**src/rtl/mem_access_stage.sv**
```systemverilog
// Memory-access pipeline stage.
// Performs loads and stores against a data memory that answers with a
// one-cycle dmem_ack pulse. The stage also resolves branches and jumps, and
// holds the MEM/WB pipeline register.
//
// Handshake: dmem_req is high exactly while the FSM is in ACCESS. During that
// time dmem_addr, dmem_we and dmem_wdata stay constant. The memory completes
// the request with a single-cycle dmem_ack, and dmem_rdata is valid in that
// same cycle. Any ack that arrives outside ACCESS has no effect.
// While mem_stall is high, upstream stages must hold their EX/MEM values.
// That is why the EX/MEM fields are still valid when the ack arrives.
module mem_access_stage #(
  parameter int TIMEOUT_CYCLES = 15
) (
  input  logic        clk,
  input  logic        rst,
  input  logic [31:0] pc_mem,
  input  logic [31:0] alu_result_mem,
  input  logic [31:0] reg2_data_mem,
  input  logic        zero_mem,
  input  logic        branch_flag_mem,
  input  logic        jump_flag_mem,
  input  logic [4:0]  write_reg_addr_mem,
  input  logic        mem_to_reg_flag_mem,
  input  logic        reg_write_flag_mem,
  input  logic        mem_read_flag_mem,
  input  logic        mem_write_flag_mem,
  output logic        dmem_req,
  output logic        dmem_we,
  output logic [31:0] dmem_addr,
  output logic [31:0] dmem_wdata,
  input  logic        dmem_ack,
  input  logic [31:0] dmem_rdata,
  output logic        mem_stall,
  output logic        pc_src,
  output logic        mem_err,
  output logic [31:0] pc_wb,
  output logic [31:0] alu_result_wb,
  output logic [31:0] read_data_wb,
  output logic [4:0]  write_reg_addr_wb,
  output logic        mem_to_reg_flag_wb,
  output logic        reg_write_flag_wb,
  output logic        fsm_state
);

  typedef enum logic {IDLE = 1'b0, ACCESS = 1'b1} state_t;

  localparam logic [7:0] TMO_LAST = 8'(TIMEOUT_CYCLES - 1);

  state_t      state, state_nxt;
  logic [7:0]  wait_cnt;
  logic        access, aligned, timeout;
  logic        stall_c, start_c, set_err_c, cnt_inc_c, wb_load_c, finish_c;
  logic [31:0] wb_rdata_c;

  assign access    = mem_read_flag_mem | mem_write_flag_mem;
  assign aligned   = (alu_result_mem[1:0] == 2'b00);
  assign timeout   = (state == ACCESS) && !dmem_ack && (wait_cnt == TMO_LAST);
  assign dmem_req  = (state == ACCESS);
  assign fsm_state = (state == ACCESS);
  // Stall is forced low while reset is asserted.
  assign mem_stall = rst & stall_c;

  // Branch/jump redirect, purely combinational.
  assign pc_src = (branch_flag_mem & zero_mem) | jump_flag_mem;

  // Next-state and per-cycle control decisions.
  always_comb begin
    state_nxt  = state;
    stall_c    = 1'b0;
    start_c    = 1'b0;
    set_err_c  = 1'b0;
    cnt_inc_c  = 1'b0;
    wb_load_c  = 1'b0;
    finish_c   = 1'b0;
    wb_rdata_c = 32'd0;
    case (state)
      IDLE: begin
        if (access && aligned) begin
          stall_c   = 1'b1;
          start_c   = 1'b1;
          state_nxt = ACCESS;
        end else if (access) begin
          set_err_c = 1'b1;
        end else begin
          wb_load_c = 1'b1;
        end
      end
      ACCESS: begin
        if (dmem_ack) begin
          // A combined read+write is a store, so no load data is returned.
          wb_load_c  = 1'b1;
          wb_rdata_c = dmem_we ? 32'd0 : dmem_rdata;
          finish_c   = 1'b1;
          state_nxt  = IDLE;
        end else if (timeout) begin
          set_err_c = 1'b1;
          finish_c  = 1'b1;
          state_nxt = IDLE;
        end else begin
          stall_c   = 1'b1;
          cnt_inc_c = 1'b1;
        end
      end
      default: state_nxt = IDLE;
    endcase
  end

  // State register.
  always_ff @(posedge clk or negedge rst) begin
    if (!rst) state <= IDLE;
    else      state <= state_nxt;
  end

  // Wait counter: cleared when a request starts, counts cycles without ack.
  always_ff @(posedge clk or negedge rst) begin
    if (!rst)           wait_cnt <= 8'd0;
    else if (start_c)   wait_cnt <= 8'd0;
    else if (cnt_inc_c) wait_cnt <= wait_cnt + 8'd1;
  end

  // Request attributes are captured once and then held for the whole access.
  always_ff @(posedge clk or negedge rst) begin
    if (!rst) begin
      dmem_we    <= 1'b0;
      dmem_addr  <= 32'd0;
      dmem_wdata <= 32'd0;
    end else if (start_c) begin
      dmem_we    <= mem_write_flag_mem;
      dmem_addr  <= alu_result_mem;
      dmem_wdata <= reg2_data_mem;
    end else if (finish_c) begin
      dmem_we    <= 1'b0;
    end
  end

  // Sticky error: set by a misaligned access or a timeout, cleared only by reset.
  always_ff @(posedge clk or negedge rst) begin
    if (!rst)           mem_err <= 1'b0;
    else if (set_err_c) mem_err <= 1'b1;
  end

  // MEM/WB register: either takes the EX/MEM fields or loads an all-zero bubble.
  always_ff @(posedge clk or negedge rst) begin
    if (!rst) begin
      pc_wb              <= 32'd0;
      alu_result_wb      <= 32'd0;
      read_data_wb       <= 32'd0;
      write_reg_addr_wb  <= 5'd0;
      mem_to_reg_flag_wb <= 1'b0;
      reg_write_flag_wb  <= 1'b0;
    end else if (wb_load_c) begin
      pc_wb              <= pc_mem;
      alu_result_wb      <= alu_result_mem;
      read_data_wb       <= wb_rdata_c;
      write_reg_addr_wb  <= write_reg_addr_mem;
      mem_to_reg_flag_wb <= mem_to_reg_flag_mem;
      reg_write_flag_wb  <= reg_write_flag_mem;
    end else begin
      pc_wb              <= 32'd0;
      alu_result_wb      <= 32'd0;
      read_data_wb       <= 32'd0;
      write_reg_addr_wb  <= 5'd0;
      mem_to_reg_flag_wb <= 1'b0;
      reg_write_flag_wb  <= 1'b0;
    end
  end

endmodule

```
**config.mk**
```make
export PLATFORM = sky130hd
export DESIGN_NAME = mem_access_stage
export DESIGN_NICKNAME = d
export VERILOG_FILES = /design/src/rtl/mem_access_stage.sv
export SDC_FILE = /design/constraint.sdc
export NUM_CORES = 1
export LEC_CHECK = 0
export BUFFER_PORTS_ARGS = -buffer_cell sky130_fd_sc_hd__buf_2
export CORE_ASPECT_RATIO = 1.4
export CORE_MARGIN = 2
export CORE_UTILIZATION = 40
export DETAILED_ROUTE_END_ITERATION = 10
export PLACE_DENSITY = 0.83
export SYNTH_ARGS = -nofsm -noshare
export SYNTH_HDL_FRONTEND = slang
export SYNTH_SLANG_ARGS = --single-unit
export TNS_END_PERCENT = 50
```
**constraint.sdc**
```tcl
create_clock -name clk -period 1.8 [get_ports clk]
set_input_delay 0.27 -clock clk [delete_from_list [all_inputs] [get_ports clk]]
set_output_delay 0.27 -clock clk [all_outputs]
set_load 0.02 [all_outputs]
```
==> flow_metrics.py, run 1 <==
metrics = {
    "critical_path": {
        "critPathCaptureType": "primary output",
        "rrSetupSlack_ps": 250,
        "start_kind": "flip-flop",
        "cp.required_ps": 1530,
        "ff2ff_path_depth": 4,
        "regToRegStartpoint": "dmem_req",
        "cp.arrival_ps": 1630,
        "worstSetupPathType": "flip-flop to primary output",
        "rr_endpoint": "dmem_addr[12]",
        "cp_max_fo": 3,
    },
    "clocking": {
        "cts.clk_slew.worst_paths_ps": 70,
        "clock_sinks": 178,
        "clock_path_buffers": 2,
        "cts_root_buf": "clkbuf_16",
        "cts_tree": "built",
        "cts_made_buffers": 17,
        "h-tree-depth": 4,
        "insertion_delay_ps": 420,
    },
    "synth": {
        "yosys_warnings": 0,
        "synth_fa_ha_area_share_pct": 0.392,
        "synth.top_cell.area_share_pct": 69.8,
        "synthSimpleGateAreaFrac_pct": 12.7,
        "synth_top_family_by_area": "multiplexers",
        "muxShareOfSynthArea_pct": 13.1,
        "synthXorXnorAreaFrac_pct": 0,
        "synth_top_area_cell": "dfrtp_1",
        "synth_compound_area_share_pct": 2.21,
        "async_flop_share_pct": 100,
        "synthCells": 416,
        "synth_edf_count": 0,
        "netlist_area_mm2": 0.00638,
        "synthTopCellsByArea": "dfrtp_1 70%, nor2b_1 7.1%, mux2_2 6.5%, mux2_4 5.6%, and2_1 3.5%",
        "ys_seq_area_share_pct": 69.8,
        "synth-seq-cells": 178,
        "yosys.cell_types.count": 40,
        "synth_fp_nets": 561,
        "synthFlopType": "dfrtp_1",
        "avgSynthCellArea_um2": 15.3,
    },
    "place": {
        "dpl_worst_slack_ps": 114,
        "io_buffers": 315,
        "placed_area_mm2": 0.00827,
        "dp.cells": 921,
        "hpwl_um": 11500,
        "place.gp.congestion": 0.807,
    },
    "sta": {
        "fin_crit_sh_pct": 106,
        "clock_skew_ps": 10.4,
        "rsz0062_at_grt": "true",
        "finalWorstSetupSlack_ps": -103,
        "hold_viol_final": 0,
        "slew_headroom_pct": 64.5,
        "worst_slew_pin_slew_ps": 532,
        "final_period_minus_worst_setup_slack_ps": 1900,
        "setup_violations": 1,
        "fmax_mhz": 525,
        "maxSlewViolCount": 0,
    },
    "global_route": {
        "grt_pass1_wl_um": 24400,
        "grt_remaining_overflow": 0,
        "track_usage_pct": 18.5,
        "antenna_found_initial": 0,
        "grt_pass1_vias": 4680,
        "grt_max_degree": 98,
    },
    "die": {
        "core_area_mm2": 0.0156,
        "num_rows": 54,
        "start_util_pct": 40.9,
        "die_x_um": 111,
        "dieArea_mm2": 0.0170,
        "ios": 316,
        "die_h_um": 153,
    },
    "detailed_routing": {
        "vias": 4433,
        "drc": 0,
        "routedWlPerCell_um": 16.2,
        "drt_pass1_iterations": 4,
        "drtIter0Drc": 134,
        "via_per_inst": 4.63,
        "drt_wl_total_um": 15500,
        "detail-route-antenna-nets": 0,
    },
    "run": {
        "drv_cap": 0,
    },
    "final_layout": {
        "final-instance-count-excl-fill": 958,
        "postLayoutCoreUtil_pct": 57.1,
        "drive_above_1_share_pct": 56.8,
        "area_growth_pct": 39.5,
        "antenna_cells": 0,
        "nNetsFinal": 894,
        "fin_area_mm2": 0.00891,
    },
    "run_status": {
        "failed_checks": "negative setup slack",
        "status": "complete, but fails checks",
    },
    "min_path": {
        "hold-path-cell-count": 2,
        "hp-class": "primary input to flip-flop",
        "min_to": "read_data_wb[0]",
        "min_from": "dmem_rdata[0]",
    },
    "power_and_ir_drop": {
        "leakage_uw": 0.00485,
        "powerDensity_mw_per_mm2": 1190,
        "ir_drop_uv": 772,
    },
}
sequential cells by signal, indices dropped and copies added, names as in the netlist, 5 cells and up:
| signal | count |
|---|---|
| pc_wb | 32 |
| write_reg_addr_wb | 5 |
| dmem_wdata | 32 |
| dmem_addr | 32 |
| alu_result_wb | 32 |
| wait_cnt | 8 |
| read_data_wb | 32 |
timing repair:
item / CTS / global route
resized for setup: 6 / 0
setup buffers: 2 / 2
cloned: 0 / 0
hold endpoints to repair: 178 / 0
endpoints found under the setup margin: 1 / 1
hold buffers: 1 / 0
pin swaps: 2 / 0
placed cells by master (no fill, tap or decap), drive strengths merged, types with 3 or more instances in the layout:
cell type / count
inv: 7
nand2: 5
buf: 332
mux2: 62
clkinv: 3
mux2i: 5
o21ai: 5
clkbuf: 20
dfrtp: 178
nor2b: 72
and2: 36
routing by layer:
layer	global-route usage [%]	part of all wire, %	vias up
met1	19.8	36	2172
met3	6.98	7.5	37
li1	-	-	2035
met5	0	0	-
met2	32.5	54	189
met4	8.33	3.3	0
cells in the mapped netlist (2+ instances only):
| master | instances |
|---|---|
| ha_1 | 2 |
| and2_1 | 36 |
| o21ai_0 | 5 |
| buf_2 | 4 |
| or2_1 | 2 |
| mux2i_1 | 5 |
| nand3_1 | 2 |
| mux2_4 | 24 |
| nand2_1 | 5 |
| mux2_2 | 37 |
| nand3b_1 | 2 |
| nand2b_1 | 2 |
| buf_6 | 4 |
| dfrtp_1 | 178 |
| a21oi_1 | 2 |
| nor2b_1 | 72 |
| a31o_2 | 2 |
| clkbuf_1 | 10 |
layout make-up:
cell class                 count  area (um^2)
clock buffer                  20          457
multi-input combinational    218         1840
timing repair buffer         333         1790
sequential                   178         4450
clock inverter                12          119
fill                        1301         6700
tap                          196          245
inverter                       1         3.75
worst max-delay path: stages, from the launching register on:
cell      delay, ps
dfrtp_1         370
inv_1            60
ha_2            180
nor2b_4         120
a31o_4          230
a21boi_2        130
buf_6           130
metrics by stage:
stage               total power (uW)  TNS, ps  hold slack [ps]
floorplan                       6070        0            -25.6
global placement                6950        0              343
finish                         10600     -103             50.9
CTS                            10700     -162             30.5
detailed placement              7020        0              357
global route                   11100     -189             27.1
report_power, final:
part           internal, uW  switching, uW
clock network          2010           1580
logic                   972           1280
registers              4500            227
total                  7480           3080
how the worst max path moves through the flow:
stage,from,end,slack (ps),cells past startpoint
6_report,wait_cnt[0],mem_stall,-100,6
5_1_grt,wait_cnt[0],mem_stall,-190,6
4_1_cts,wait_cnt[0],mem_stall,-160,6
3_5_place_dp,alu_result_mem[1],dmem_addr[12],110,5
3_3_place_gp,alu_result_mem[1],dmem_addr[12],130,5
2_1_floorplan,dmem_req,mem_stall,30,5
kinds of logic (layout without fill, tap and decap cells):
family          Yosys count  count (layout)
mux                      67              67
compound gates           19              19
simple gates            130             130
fa+ha+maj                 2               2
flops                   178             178
buf+inv                  20             366
Note: power is estimated with default switching activity, not from simulation.
==> run 2: changes to the inputs <==
--- a/config.mk
+++ b/config.mk
@@ -11,6 +11,7 @@
 export CORE_UTILIZATION = 40
 export DETAILED_ROUTE_END_ITERATION = 10
 export PLACE_DENSITY = 0.83
+export SETUP_SLACK_MARGIN = 0.2
 export SYNTH_ARGS = -nofsm -noshare
 export SYNTH_HDL_FRONTEND = slang
 export SYNTH_SLANG_ARGS = --single-unit
==> run 2 against run 1 <==
Effect of this change:
- the run still ends with negative setup slack left
- utilization grew 1.3 points
- sequential cell count is the same
- final area grew 2.3%
- maximum frequency grew 1.7%
- die area is the same
- sequential power is essentially flat
- clock skew shrank 2.2 ps
- routed wire length shrank 0.43%
- sequential share of layout area shrank 1.1 points
- via count grew 0.38%
- first-iteration DRC count grew 69%
- setup slack gained 32 ps
- critical endpoint unchanged
- largest power group unchanged
==> flow_metrics.py, run 2 (synthesis gave the netlist of run 1 again) <==
metrics = {
    "detailed_routing": {
        "detail-route-antenna-nets": 0,
        "drc": 0,
        "routedWlPerCell_um": 16.0,
        "drt_pass1_iterations": 4,
        "drtIter0Drc": 226,
        "drt_wl_total_um": 15500,
        "via_per_inst": 4.61,
        "vias": 4450,
    },
    "clocking": {
        "clock_sinks": 178,
        "insertion_delay_ps": 420,
        "h-tree-depth": 4,
        "cts_made_buffers": 17,
        "cts.clk_slew.worst_paths_ps": 70,
        "cts_tree": "built",
        "cts_root_buf": "clkbuf_16",
        "clock_path_buffers": 2,
    },
    "place": {
        "place.gp.congestion": 0.821,
        "hpwl_um": 11300,
        "io_buffers": 315,
        "dp.cells": 928,
    },
    "min_path": {
        "hp-class": "primary input to flip-flop",
    },
    "global_route": {
        "track_usage_pct": 18.1,
        "use_met1_pct": 19.5,
        "antenna_found_initial": 0,
        "grt_use_met2_pct": 32.6,
        "grt_pass1_wl_um": 24400,
        "top_usage_layer": "met2",
        "grt_remaining_overflow": 0,
        "grt_pass1_vias": 4856,
        "grt_util_met3_pct": 5.95,
        "grt_max_degree": 106,
    },
    "critical_path": {
        "rr_endpoint": "dmem_wdata[9]",
        "regToRegStartpoint": "dmem_req",
        "cp.arrival_ps": 1600,
        "rrSetupSlack_ps": 230,
        "cp_max_fo": 2,
        "cp.required_ps": 1530,
        "worstSetupPathType": "flip-flop to primary output",
        "ff2ff_path_depth": 5,
        "critPathCaptureType": "primary output",
        "crit_path_end": "mem_stall",
        "crit_start": "wait_cnt[0]",
        "start_kind": "flip-flop",
    },
    "final_layout": {
        "final_cell_mix": "313 x buf_2, 176 x dfrtp_1, 71 x nor2b_1",
        "nNetsFinal": 901,
        "final_common_cell": "buf_2",
        "final-instance-count-excl-fill": 965,
        "postLayoutCoreUtil_pct": 58.4,
        "antenna_cells": 0,
        "area_growth_pct": 42.7,
        "drive_above_1_share_pct": 57.7,
    },
    "sta": {
        "finalWorstSetupSlack_ps": -70.5,
        "worst_slew_pin_slew_ps": 582,
        "clock_skew_ps": 8.21,
        "hold_viol_final": 0,
        "maxSlewViolCount": 0,
        "setup_violations": 1,
        "final_period_minus_worst_setup_slack_ps": 1870,
        "fin_crit_sh_pct": 104,
        "fmax_mhz": 535,
        "rsz0062_at_grt": "true",
        "slew_headroom_pct": 61.2,
    },
    "power_and_ir_drop": {
        "power.share.sequential_pct": 43.5,
        "combPwrFrac_pct": 21.8,
        "p_int_uw": 7720,
        "clock_power_share_pct": 34.7,
        "switchingPower_uw": 3170,
        "leakage_uw": 0.00500,
        "switching_share_pct": 29.1,
        "powerDensity_mw_per_mm2": 1200,
        "ir_drop_uv": 774,
    },
    "run": {
        "drv_cap": 0,
    },
    "die": {
        "die_x_um": 111,
        "ios": 316,
        "core_area_mm2": 0.0156,
        "die_h_um": 153,
        "start_util_pct": 40.9,
        "dieArea_mm2": 0.0170,
        "num_rows": 54,
    },
    "run_status": {
        "status": "complete, but fails checks",
        "failed_checks": "negative setup slack",
    },
}
-- run 2: stage by stage --
step                area (um^2)  total power (uW)  setup TNS, ps  setup slack [ps]  hold WS, ps
floorplan                  6400              6070              0               132        -25.6
global placement           8300              6960              0               111         75.6
detailed placement         8300              7030              0              97.0         76.7
CTS                        8990             10900          -74.2             -74.2         35.2
finish                     9110             10900          -70.5             -70.5         54.5
global route               9110             11400           -139              -139         34.9
-- run 2: worst max-delay path: stages, from the launching register on --
cell and delay (ps):
dfrtp_1 350, inv_1 50, ha_2 170, nor2b_4 130, a31o_4 240, a21boi_4 120
buf_6 130
-- run 2: per-layer routing --
| metal | share of wire, % | vias up |
|---|---|---|
| met5 | 0 | - |
| met2 | 54 | 196 |
| li1 | - | 2053 |
| met4 | 3.1 | 0 |
| met3 | 6.2 | 32 |
| met1 | 37 | 2169 |
-- run 2: final cells by class --
type | count | area [um^2]
Multi-Input combinational cell | 218 | 1970
Timing Repair Buffer | 340 | 1820
Clock buffer | 19 | 443
Tap cell | 196 | 245
Clock inverter | 13 | 169
Fill cell | 1250 | 6500
Sequential cell | 178 | 4460
Inverter | 1 | 3.75
-- run 2: power groups by stage --
stage | sequential (uW) | combinational [uW] | clock, uW
finish | 4740 | 2370 | 3780
global route | 4800 | 2530 | 4060
CTS | 4730 | 2290 | 3890
detailed placement | 4810 | 2230 | 0
global placement | 4790 | 2170 | 0
floorplan | 5410 | 661 | 0
-- run 2: worst min-delay path by stage --
stage              startpoint          endpoint  slack, ps  depth (start not counted)
3_3_place_gp              rst       wait_cnt[1]         80                          1
5_1_grt         dmem_rdata[7]   read_data_wb[7]         30                          2
2_1_floorplan             rst  alu_result_wb[0]        -30                          0
4_1_cts        dmem_rdata[28]  read_data_wb[28]         40                          2
3_5_place_dp              rst       wait_cnt[1]         80                          1
6_report       dmem_rdata[28]  read_data_wb[28]         50                          2
-- run 2: what timing repair did --
item                                   4_1_cts  5_1_grt
endpoints found under the hold margin      138        0
pin swaps                                    2        0
hold buffers                                 1        0
setup endpoints to repair                    4       33
gates resized for setup                      9       33
buffers inserted                             4        0
